**src/rtl/spi_master_multichan.sv**
```systemverilog
// spi_master_multichan
//
// SPI master (mode 0) that moves NCH words of DW bits each in one frame per
// rising edge of the asynchronous SIMCK trigger. Full duplex: the same number
// of bits is captured from MISO and presented on rx_data at frame end.
// Word NCH-1 goes first on the wire, MSB first; receive order mirrors it.
//
// Optional feature, enabled by defining SPI_CRC8_TRAILER_EN:
//   an 8-bit CRC-8 trailer (poly 0x07, init 0x00, MSB first over all data
//   bits) follows the data bits. The peer's trailer is checked against the
//   CRC of the received data and the result appears on crc_err.
//
// Ports
//   clk       system clock
//   reset     active-low synchronous reset
//   clkdiv    SCK half-period minus one, in clk cycles
//   en        frame enable; gates new frames only
//   SIMCK     asynchronous frame trigger (rising edge)
//   tx_data   words to send, word 0 at [DW-1:0]
//   DATA_IN   MISO
//   SCK       serial clock, idle low
//   SSEL      slave select, active low
//   DATA_OUT  MOSI
//   rx_data   last complete received frame, word 0 at [DW-1:0]
//   rx_valid  one-cycle pulse when rx_data updates
//   busy      high from SETUP through GAP
//   overrun   sticky; a trigger arrived while busy
//   frame_cnt completed frames, wraps
//   crc_err   (feature build only) trailer mismatch, updated with rx_valid
//
// Handshake: rx_valid is a one-cycle strobe with no ready; rx_data is stable
// from the rx_valid cycle until the next rx_valid or reset.
module spi_master_multichan #(
  parameter int NCH = 2,
  parameter int DW  = 32,
  parameter int CDW = 24
) (
  input  logic              clk,
  input  logic              reset,
  input  logic [CDW-1:0]    clkdiv,
  input  logic              en,
  input  logic              SIMCK,
  input  logic [NCH*DW-1:0] tx_data,
  input  logic              DATA_IN,
  output logic              SCK,
  output logic              SSEL,
  output logic              DATA_OUT,
  output logic [NCH*DW-1:0] rx_data,
  output logic              rx_valid,
  output logic              busy,
  output logic              overrun,
  output logic [15:0]       frame_cnt
`ifdef SPI_CRC8_TRAILER_EN
  ,
  output logic              crc_err
`endif
);

  localparam int DBITS = NCH * DW;
`ifdef SPI_CRC8_TRAILER_EN
  localparam int TBITS = DBITS + 8;
`else
  localparam int TBITS = DBITS;
`endif
  // SHIFT spans two half-periods per bit.
  localparam int NHP = 2 * TBITS;
  localparam int HPW = $clog2(NHP + 1);
  localparam logic [HPW-1:0] LAST_HP = HPW'(NHP - 1);

  typedef enum logic [2:0] {
    ST_IDLE  = 3'd0,
    ST_SETUP = 3'd1,
    ST_SHIFT = 3'd2,
    ST_HOLD  = 3'd3,
    ST_GAP   = 3'd4
  } state_e;

  state_e             state_q, state_d;
  logic [CDW-1:0]     div_q, div_d;
  logic [HPW-1:0]     hp_q, hp_d;
  logic [TBITS-1:0]   tx_sr_q, tx_sr_d;
  logic [TBITS-1:0]   rx_sr_q, rx_sr_d;
  logic               sck_q, sck_d;
  logic               ssel_q, ssel_d;
  logic               mosi_q, mosi_d;
  logic [DBITS-1:0]   rx_data_q, rx_data_d;
  logic               rx_valid_q, rx_valid_d;
  logic               busy_q, busy_d;
  logic               overrun_q, overrun_d;
  logic [15:0]        frame_cnt_q, frame_cnt_d;
  logic               s1_q, s1_d;
  logic               s2_q, s2_d;
  logic               s3_q, s3_d;
  logic               tick_q, tick_d;
`ifdef SPI_CRC8_TRAILER_EN
  logic               crc_err_q, crc_err_d;
`endif

  logic               hp_end;
  logic [TBITS-1:0]   tx_load;

`ifdef SPI_CRC8_TRAILER_EN
  function automatic logic [7:0] crc8_bits(input logic [DBITS-1:0] d);
    logic [7:0] c;
    logic       fb;
    c = 8'h00;
    for (int i = DBITS - 1; i >= 0; i--) begin
      fb = c[7] ^ d[i];
      c  = {c[6:0], 1'b0} ^ (fb ? 8'h07 : 8'h00);
    end
    return c;
  endfunction
`endif

  // Frame image as it goes on the wire, trailer (if any) in the low byte.
  always_comb begin
`ifdef SPI_CRC8_TRAILER_EN
    tx_load = {tx_data, crc8_bits(tx_data)};
`else
    tx_load = tx_data;
`endif
  end

  always_comb begin
    state_d     = state_q;
    hp_d        = hp_q;
    tx_sr_d     = tx_sr_q;
    rx_sr_d     = rx_sr_q;
    sck_d       = sck_q;
    ssel_d      = ssel_q;
    mosi_d      = mosi_q;
    rx_data_d   = rx_data_q;
    rx_valid_d  = 1'b0;
    busy_d      = busy_q;
    overrun_d   = overrun_q;
    frame_cnt_d = frame_cnt_q;
`ifdef SPI_CRC8_TRAILER_EN
    crc_err_d   = crc_err_q;
`endif

    // Two-flop synchroniser followed by a registered rising-edge detect.
    s1_d   = SIMCK;
    s2_d   = s1_q;
    s3_d   = s2_q;
    tick_d = s2_q & ~s3_q;

    // Half-period timer: clkdiv is re-sampled on every reload, and held
    // at the reload value while idle so SETUP starts with a full count.
    hp_end = (div_q == '0);
    div_d  = (state_q == ST_IDLE || hp_end) ? clkdiv : div_q - 1'b1;

    // busy_q is still high in the cycle GAP exits, so a trigger there is
    // dropped as an overrun rather than starting a frame.
    if (tick_q && busy_q) overrun_d = 1'b1;

    unique case (state_q)
      ST_IDLE: begin
        if (tick_q && en) begin
          tx_sr_d = tx_load;
          rx_sr_d = '0;
          mosi_d  = tx_load[TBITS-1];
          ssel_d  = 1'b0;
          busy_d  = 1'b1;
          hp_d    = '0;
          state_d = ST_SETUP;
        end
      end
      ST_SETUP: begin
        if (hp_end) begin
          // First SCK rise: sample MISO into the LSB.
          sck_d   = 1'b1;
          rx_sr_d = (rx_sr_q << 1) | TBITS'(DATA_IN);
          hp_d    = '0;
          state_d = ST_SHIFT;
        end
      end
      ST_SHIFT: begin
        if (hp_end) begin
          hp_d = hp_q + 1'b1;
          if (hp_q == LAST_HP) begin
            // Final low half-period done after the last fall.
            state_d = ST_HOLD;
          end else if (!hp_q[0]) begin
            // SCK fall: advance and present the next bit.
            sck_d   = 1'b0;
            tx_sr_d = tx_sr_q << 1;
            mosi_d  = tx_sr_d[TBITS-1];
          end else begin
            // SCK rise: capture MISO.
            sck_d   = 1'b1;
            rx_sr_d = (rx_sr_q << 1) | TBITS'(DATA_IN);
          end
        end
      end
      ST_HOLD: begin
        if (hp_end) begin
          ssel_d      = 1'b1;
          rx_data_d   = rx_sr_q[TBITS-1 -: DBITS];
          rx_valid_d  = 1'b1;
          frame_cnt_d = frame_cnt_q + 16'd1;
`ifdef SPI_CRC8_TRAILER_EN
          crc_err_d   = (crc8_bits(rx_sr_q[TBITS-1 -: DBITS]) != rx_sr_q[7:0]);
`endif
          state_d     = ST_GAP;
        end
      end
      ST_GAP: begin
        if (hp_end) begin
          busy_d  = 1'b0;
          state_d = ST_IDLE;
        end
      end
      default: begin
        state_d = ST_IDLE;
      end
    endcase
  end

  always_ff @(posedge clk) begin
    if (!reset) begin
      state_q     <= ST_IDLE;
      div_q       <= '0;
      hp_q        <= '0;
      tx_sr_q     <= '0;
      rx_sr_q     <= '0;
      sck_q       <= 1'b0;
      ssel_q      <= 1'b1;
      mosi_q      <= 1'b0;
      rx_data_q   <= '0;
      rx_valid_q  <= 1'b0;
      busy_q      <= 1'b0;
      overrun_q   <= 1'b0;
      frame_cnt_q <= '0;
      s1_q        <= 1'b0;
      s2_q        <= 1'b0;
      s3_q        <= 1'b0;
      tick_q      <= 1'b0;
`ifdef SPI_CRC8_TRAILER_EN
      crc_err_q   <= 1'b0;
`endif
    end else begin
      state_q     <= state_d;
      div_q       <= div_d;
      hp_q        <= hp_d;
      tx_sr_q     <= tx_sr_d;
      rx_sr_q     <= rx_sr_d;
      sck_q       <= sck_d;
      ssel_q      <= ssel_d;
      mosi_q      <= mosi_d;
      rx_data_q   <= rx_data_d;
      rx_valid_q  <= rx_valid_d;
      busy_q      <= busy_d;
      overrun_q   <= overrun_d;
      frame_cnt_q <= frame_cnt_d;
      s1_q        <= s1_d;
      s2_q        <= s2_d;
      s3_q        <= s3_d;
      tick_q      <= tick_d;
`ifdef SPI_CRC8_TRAILER_EN
      crc_err_q   <= crc_err_d;
`endif
    end
  end

  assign SCK       = sck_q;
  assign SSEL      = ssel_q;
  assign DATA_OUT  = mosi_q;
  assign rx_data   = rx_data_q;
  assign rx_valid  = rx_valid_q;
  assign busy      = busy_q;
  assign overrun   = overrun_q;
  assign frame_cnt = frame_cnt_q;
`ifdef SPI_CRC8_TRAILER_EN
  assign crc_err   = crc_err_q;
`endif

endmodule

```
**config.mk**
```make
export PLATFORM = sky130hd
export DESIGN_NAME = spi_master_multichan
export DESIGN_NICKNAME = d
export VERILOG_FILES = /design/src/rtl/spi_master_multichan.sv
export SDC_FILE = /design/constraint.sdc
export NUM_CORES = 1
export LEC_CHECK = 0
export CORE_MARGIN = 2
export CORE_UTILIZATION = 30
export DETAILED_ROUTE_END_ITERATION = 6
export GPL_TIMING_DRIVEN = 0
export MAX_ROUTING_LAYER = met4
export PLACE_DENSITY_LB_ADDON = 0.15
export SYNTH_ARGS = -nofsm -noshare
export SYNTH_HDL_FRONTEND = slang
export SYNTH_SLANG_ARGS = --single-unit
```
**constraint.sdc**
```tcl
create_clock -name clk -period 4.3 [get_ports clk]
set_input_delay 0.645 -clock clk [delete_from_list [all_inputs] [get_ports clk]]
set_output_delay 0.645 -clock clk [all_outputs]
set_load 0.01 [all_outputs]
```
# ---- After elaboration in Yosys (flattened, before gate mapping)
# Cells that the tools add are included.
dict set report totals {
  regBits 252
  latch_bits 0
  mem_bits_rw 0
  mem_bits_ro 0
  output_inout_bits 86
  word_cells 95
  n_memories 0
}
dict set report op_classes {
  addsub 3
  multipliers 0
  div 0
  order_cmp 0
  n_eq_ne 14
  shifts 0
  mux 39
  bitwise 3
  n_reduce_logical 19
}
# operator count
set ops {}
lappend ops {{64-bit 2-to-1 mux} 5}
lappend ops {{63-bit 2-to-1 mux} 4}
lappend ops {{64-bit case mux with 3 select lines} 1}
lappend ops {{63-bit case mux with 2 select lines} 1}
lappend ops {{64-bit by 1-bit bitwise OR with 64-bit output} 1}
lappend ops {{24-bit logical NOT} 1}
lappend ops {{24-bit 2-to-1 mux} 1}
lappend ops {{8-bit 2-to-1 mux} 3}
lappend ops {{8-bit case mux with 3 select lines} 1}
lappend ops {{24-bit by 1-bit subtractor with 24-bit output, second input constant} 1}
lappend ops {{3-bit 2-to-1 mux} 6}
lappend ops {{16-bit by 1-bit adder with 16-bit output, second input constant} 1}
lappend ops {{2-bit != test, second input constant} 8}
lappend ops {{3-bit case mux with 5 select lines} 1}
lappend ops {{1-bit 2-to-1 mux} 12}
lappend ops {{6-bit AND reduction} 2}
lappend ops {{8-bit by 1-bit adder with 8-bit output, second input constant} 1}
lappend ops {{8-bit by 7-bit == test with 1-bit output, second input constant} 1}
lappend ops {{1-bit case mux with 2 select lines} 4}
lappend ops {{4-bit AND reduction} 2}
lappend ops {{2-bit nonzero test} 4}
lappend ops {{3-bit by 2-bit == test with 1-bit output, second input constant} 2}
lappend ops {{3-bit AND reduction} 2}
lappend ops {{5-bit AND reduction} 1}
lappend ops {{10 further kinds} 12}

# ---- Longest topological paths before layout
dict set report logic_depth {
  ltp_word 5
  ltp_mapped 11
  ltp_nobuf 7
}

# ---- Worst setup path after synthesis
# No wires, ideal clock.
dict set report synth_timing {
  path_kind {flip-flop to flip-flop}
  from {reg hp_q[0]}
  to {reg mosi_q, in the netlist DATA_OUT}
  setup_time_ns 0.081
  arrival_time_ns 2.093
  path_slack_ns 2.126
  stages_incl_launch_ff 10
  synth_period_minus_slack_ns 2.174
  path_cell_list {dfxtp_1 ha_1 nand3_2 or4_4 a31o_1 buf_6 and2_4 buf_12 buf_12 a211oi_2}
}
dict set report synth_via {
  elab_chain_cells 3
}
# element line_no
set synth_lines {}
lappend synth_lines {{start: declaration} 80} ;# logic [HPW-1:0] hp_q, hp_d;
lappend synth_lines {{start signal: assignment} 244} ;# hp_q <= hp_d;
lappend synth_lines {{8-bit by 7-bit == test with 1-bit output} 180} ;# if (hp_q == LAST_HP) begin
lappend synth_lines {{2-bit != test (no source line)} n/a}
lappend synth_lines {{5-bit AND reduction (no source line) *} n/a}
lappend synth_lines {{end signal: assignment} 249} ;# mosi_q <= mosi_d;
lappend synth_lines {{end: declaration} 85} ;# logic mosi_q, mosi_d;
# Mark *: on every way between the ends. The rest lies on a longest branch, timed or not.
# A chain may end at the register's enable or synchronous reset.

# ---- Worst setup path in the final report
dict set report layout_timing {
  from {reg div_q[0]}
  to {reg rx_data_q[44], in the netlist rx_data[44]}
}
dict set report layout_via {
  elab_chain_cells 2
}
# element line_no
set layout_lines {}
lappend layout_lines {{start: declaration} 79} ;# logic [CDW-1:0] div_q, div_d;
lappend layout_lines {{start signal: assignment} 243} ;# div_q <= div_d;
lappend layout_lines {{24-bit logical NOT} 149} ;# hp_end = (div_q == '0);
lappend layout_lines {{2-bit AND reduction (no source line)} n/a}
lappend layout_lines {{end signal: assignment} 250} ;# rx_data_q <= rx_data_d;
lappend layout_lines {{end: declaration} 86} ;# logic [DBITS-1:0] rx_data_q, rx_data_d;
# Every way passes these cells.

==> results.ini <==
[yosys]
yosysSeqAreaShare = 0.4638
yosys_warnings = 0
ys.flop_type = dfxtp_1
syn_nets = 1247
async_reset_ff_frac = 0
syn_inst = 1150
synth_cell_types = 52
syn_area_per_cell_um2 = 9.459
synth_seq_cells = 252
synth_area_um2 = 10880
synth_edf_count = 0

[detailed_routing]
vias = 9104
drt-vias-per-instance = 4.948
wl_per_cell_um = 16.37
wl_met2_mm = 13.46
drc = 34
drt-met1-wl_mm = 14.56
wl_mm = 30.12
dr.pass1.iters = 7
wl_met3_mm = 1.616
dr.first_iter.drc_count = 362
highest_layer = met4
ant_nets = 0

[cts]
cts_tree = built
path_clk_slew_ps = 60
cts_sinks = 252
cts.path.max_buffers = 3
cts.repair.resized = 0
htreeDepth = 1
clock_latency_ps = 550
clockRootBuffer = clkbuf_16
cts_setup_buffers = 0
holdBufCountCts = 0
numCtsBuffers = 30

[place]
io_buffers = 177
dp_hpwl_mm = 21.19
dpl_worst_slack_ps = 1281
dp.cells = 1788
gp_congestion = 0.7604
placed_cell_area_um2 = 13230

[setup_path]
r2r-start = div_q[0]
required_ps = 4780
path_depth = 10
rr_worst_depth = 10
critPathArrivalTime_ps = 3320
crit_path_max_incr_delay_ps = 530
end_kind = flip-flop
reg2reg_to = rx_data[44]
startpoint = div_q[0]
crit_family = buffers and inverters
crit_path_end = rx_data[44]
critical_path.startpoint_type = flip-flop
crit_fanout = 10
critPathSlowestCell = clkbuf_1
r2r_slack_ps = 1460
path_cells = inv_1, ha_1, nor2b_1, and4_1, buf_2, nand4_1, clkbuf_1, clkbuf_1, nand3_1, o21ai_1
critPathMostFrequentCell = clkbuf_1
criticalPathCategory = flip-flop to flip-flop
cp.buffers_inverters = 4

[timing]
fin_crit_ps = 2844
setup_viol = 0
fin_worst_skew_ps = 7.059
final_max_slew_viol_count = 0
fin_crit_sh = 0.6613
worstMarginPinSlew_ps = 837.6
setup_tns_ps = 0
rsz0062_at_grt = no
postLayoutSetupSlackWorst_ps = 1456
fmax_mhz = 351.7
hold_violations = 0
max_slew_margin = 0.4364

[finish]
post-route-util = 0.3972
final_cell_mix = dfxtp_1 (252), clkdlybuf4s50_1 (177), nand3_1 (141)
final_common_cell = dfxtp_1
final_cells = 1840
drive_above_1_share = 0.09797
final_area_um2 = 14160
num-nets-final = 1456
syn2layout_area_growth_pct = 30.19

[global_route]
grt_usage = 0.1614
antenna_found_initial = 0
grt_overflow = 0
grt_pass1_vias = 8985
grt_pass1_wl_mm = 48.87
grt_max_degree = 15

[floorplan]
die_y_um = 194.4
initial_core_util = 0.3051
row_count = 69
ios = 179
dieWidth_um = 194.4
core_area_um2 = 35660
die-area_um2 = 37800

[hold_path]
hold_class = flip-flop to flip-flop
hold_path_depth = 1

[power]
ir_drop_mv = 0.2789
leakage_nw = 5.335
pwr_density_cell_nw_per_um2 = 360.3

[status]
status = finished, violations left
failed_checks = design-rule violations

[run]
maxCapViolations = 0

-- routing by layer --
layer  vias to the layer above  GRT usage
met5                         -          -
met2                       171     0.2486
met4                         0    0.02906
li1                       4610          -
met3                        33    0.03696
met1                      4290     0.2180
-- where the power goes --
| part | switching (mW) | total, mW | internal (mW) |
|---|---|---|---|
| clock network | 0.964 | 2.41 | 1.44 |
| registers | 0.0242 | 2.39 | 2.37 |
| logic | 0.157 | 0.305 | 0.148 |
| total | 1.15 | 5.10 | 3.96 |
-- per-stage QoR --
step	hold WS [ps]	power [mW]
CTS	370.9	5.199
global placement	376.6	2.749
global route	410.4	5.317
floorplan	367.4	2.603
finish	379.4	5.103
detailed placement	372.2	2.750
-- sequential cells by signal, indices dropped and copies added, names as in the netlist, 3 cells and up --
name / cells
div_q: 24
frame_cnt: 16
hp_q: 8
rx_data: 64
rx_sr_q: 64
state_q: 3
tx_sr_q: 63
-- Yosys cell counts (6+ instances only) --
library cell  instances  area [um^2]
dfxtp_1             252         5045
nor4_1                8        50.05
buf_2                12        60.06
a211oi_2             60        750.7
xnor2_1              17        148.9
mux2i_1             131         1311
o31ai_1              11        82.58
nand2_1              88        330.3
buf_1                12        45.04
nor3_1               16        80.08
and3_1                9        56.30
or4_1                 7        52.55
clkbuf_1             72        270.3
inv_1                 9        33.78
nand3_1             141        705.7
a21oi_1              92        460.4
xor2_1                6        52.55
a211oi_1             15        112.6
nor2_1               31        116.4
o21ai_1              60        300.3
or3_1                16        100.1
o21ai_0              23        115.1
buf_12                7        140.1
-- cell families (layout without fill, tap and decap cells) --
kind of cell    Yosys count  after routing  share of synthesized area
simple gates            347            347                     0.1593
mux                     131            131                     0.1205
compound gates          278            278                     0.1807
xor+xnor                 23             23                    0.01852
flops                   252            252                     0.4638
other cells               0              1                          0
fa+ha+maj                 4              4                   0.004601
buf+inv                 115            343                    0.05256
-- area by class of cell --
type	count	area (um^2)
fillers	3591	21490
flip-flops and latches	252	5045
inverters	10	37.54
repair buffers	177	1772
well taps	461	576.8
clock buffers	49	923.4
clock inverters	2	10.01
diodes	1	2.502
plain buffers	105	534.3
multi-input cells	783	5261
-- worst reg2reg max path: cells and delay by family, from the launching register on --
kind                       cells  cell delay [ps]
buffers and inverters          4             1320
AOI/OAI and AO/OA              1              100
DFF                            1              340
adders and majority gates      1              210
and+or+nand+nor                4              800
-- worst min-delay path by stage --
| stage | start | to | slack (ps) |
|---|---|---|---|
| final | s3_q | tick_q | 380 |
| after global placement | s3_q | tick_q | 380 |
| after detailed placement | s3_q | tick_q | 370 |
| after global routing | s3_q | tick_q | 410 |
| after CTS | s3_q | tick_q | 370 |
| after floorplan | s3_q | tick_q | 370 |
(Power assumes the default switching activity.)
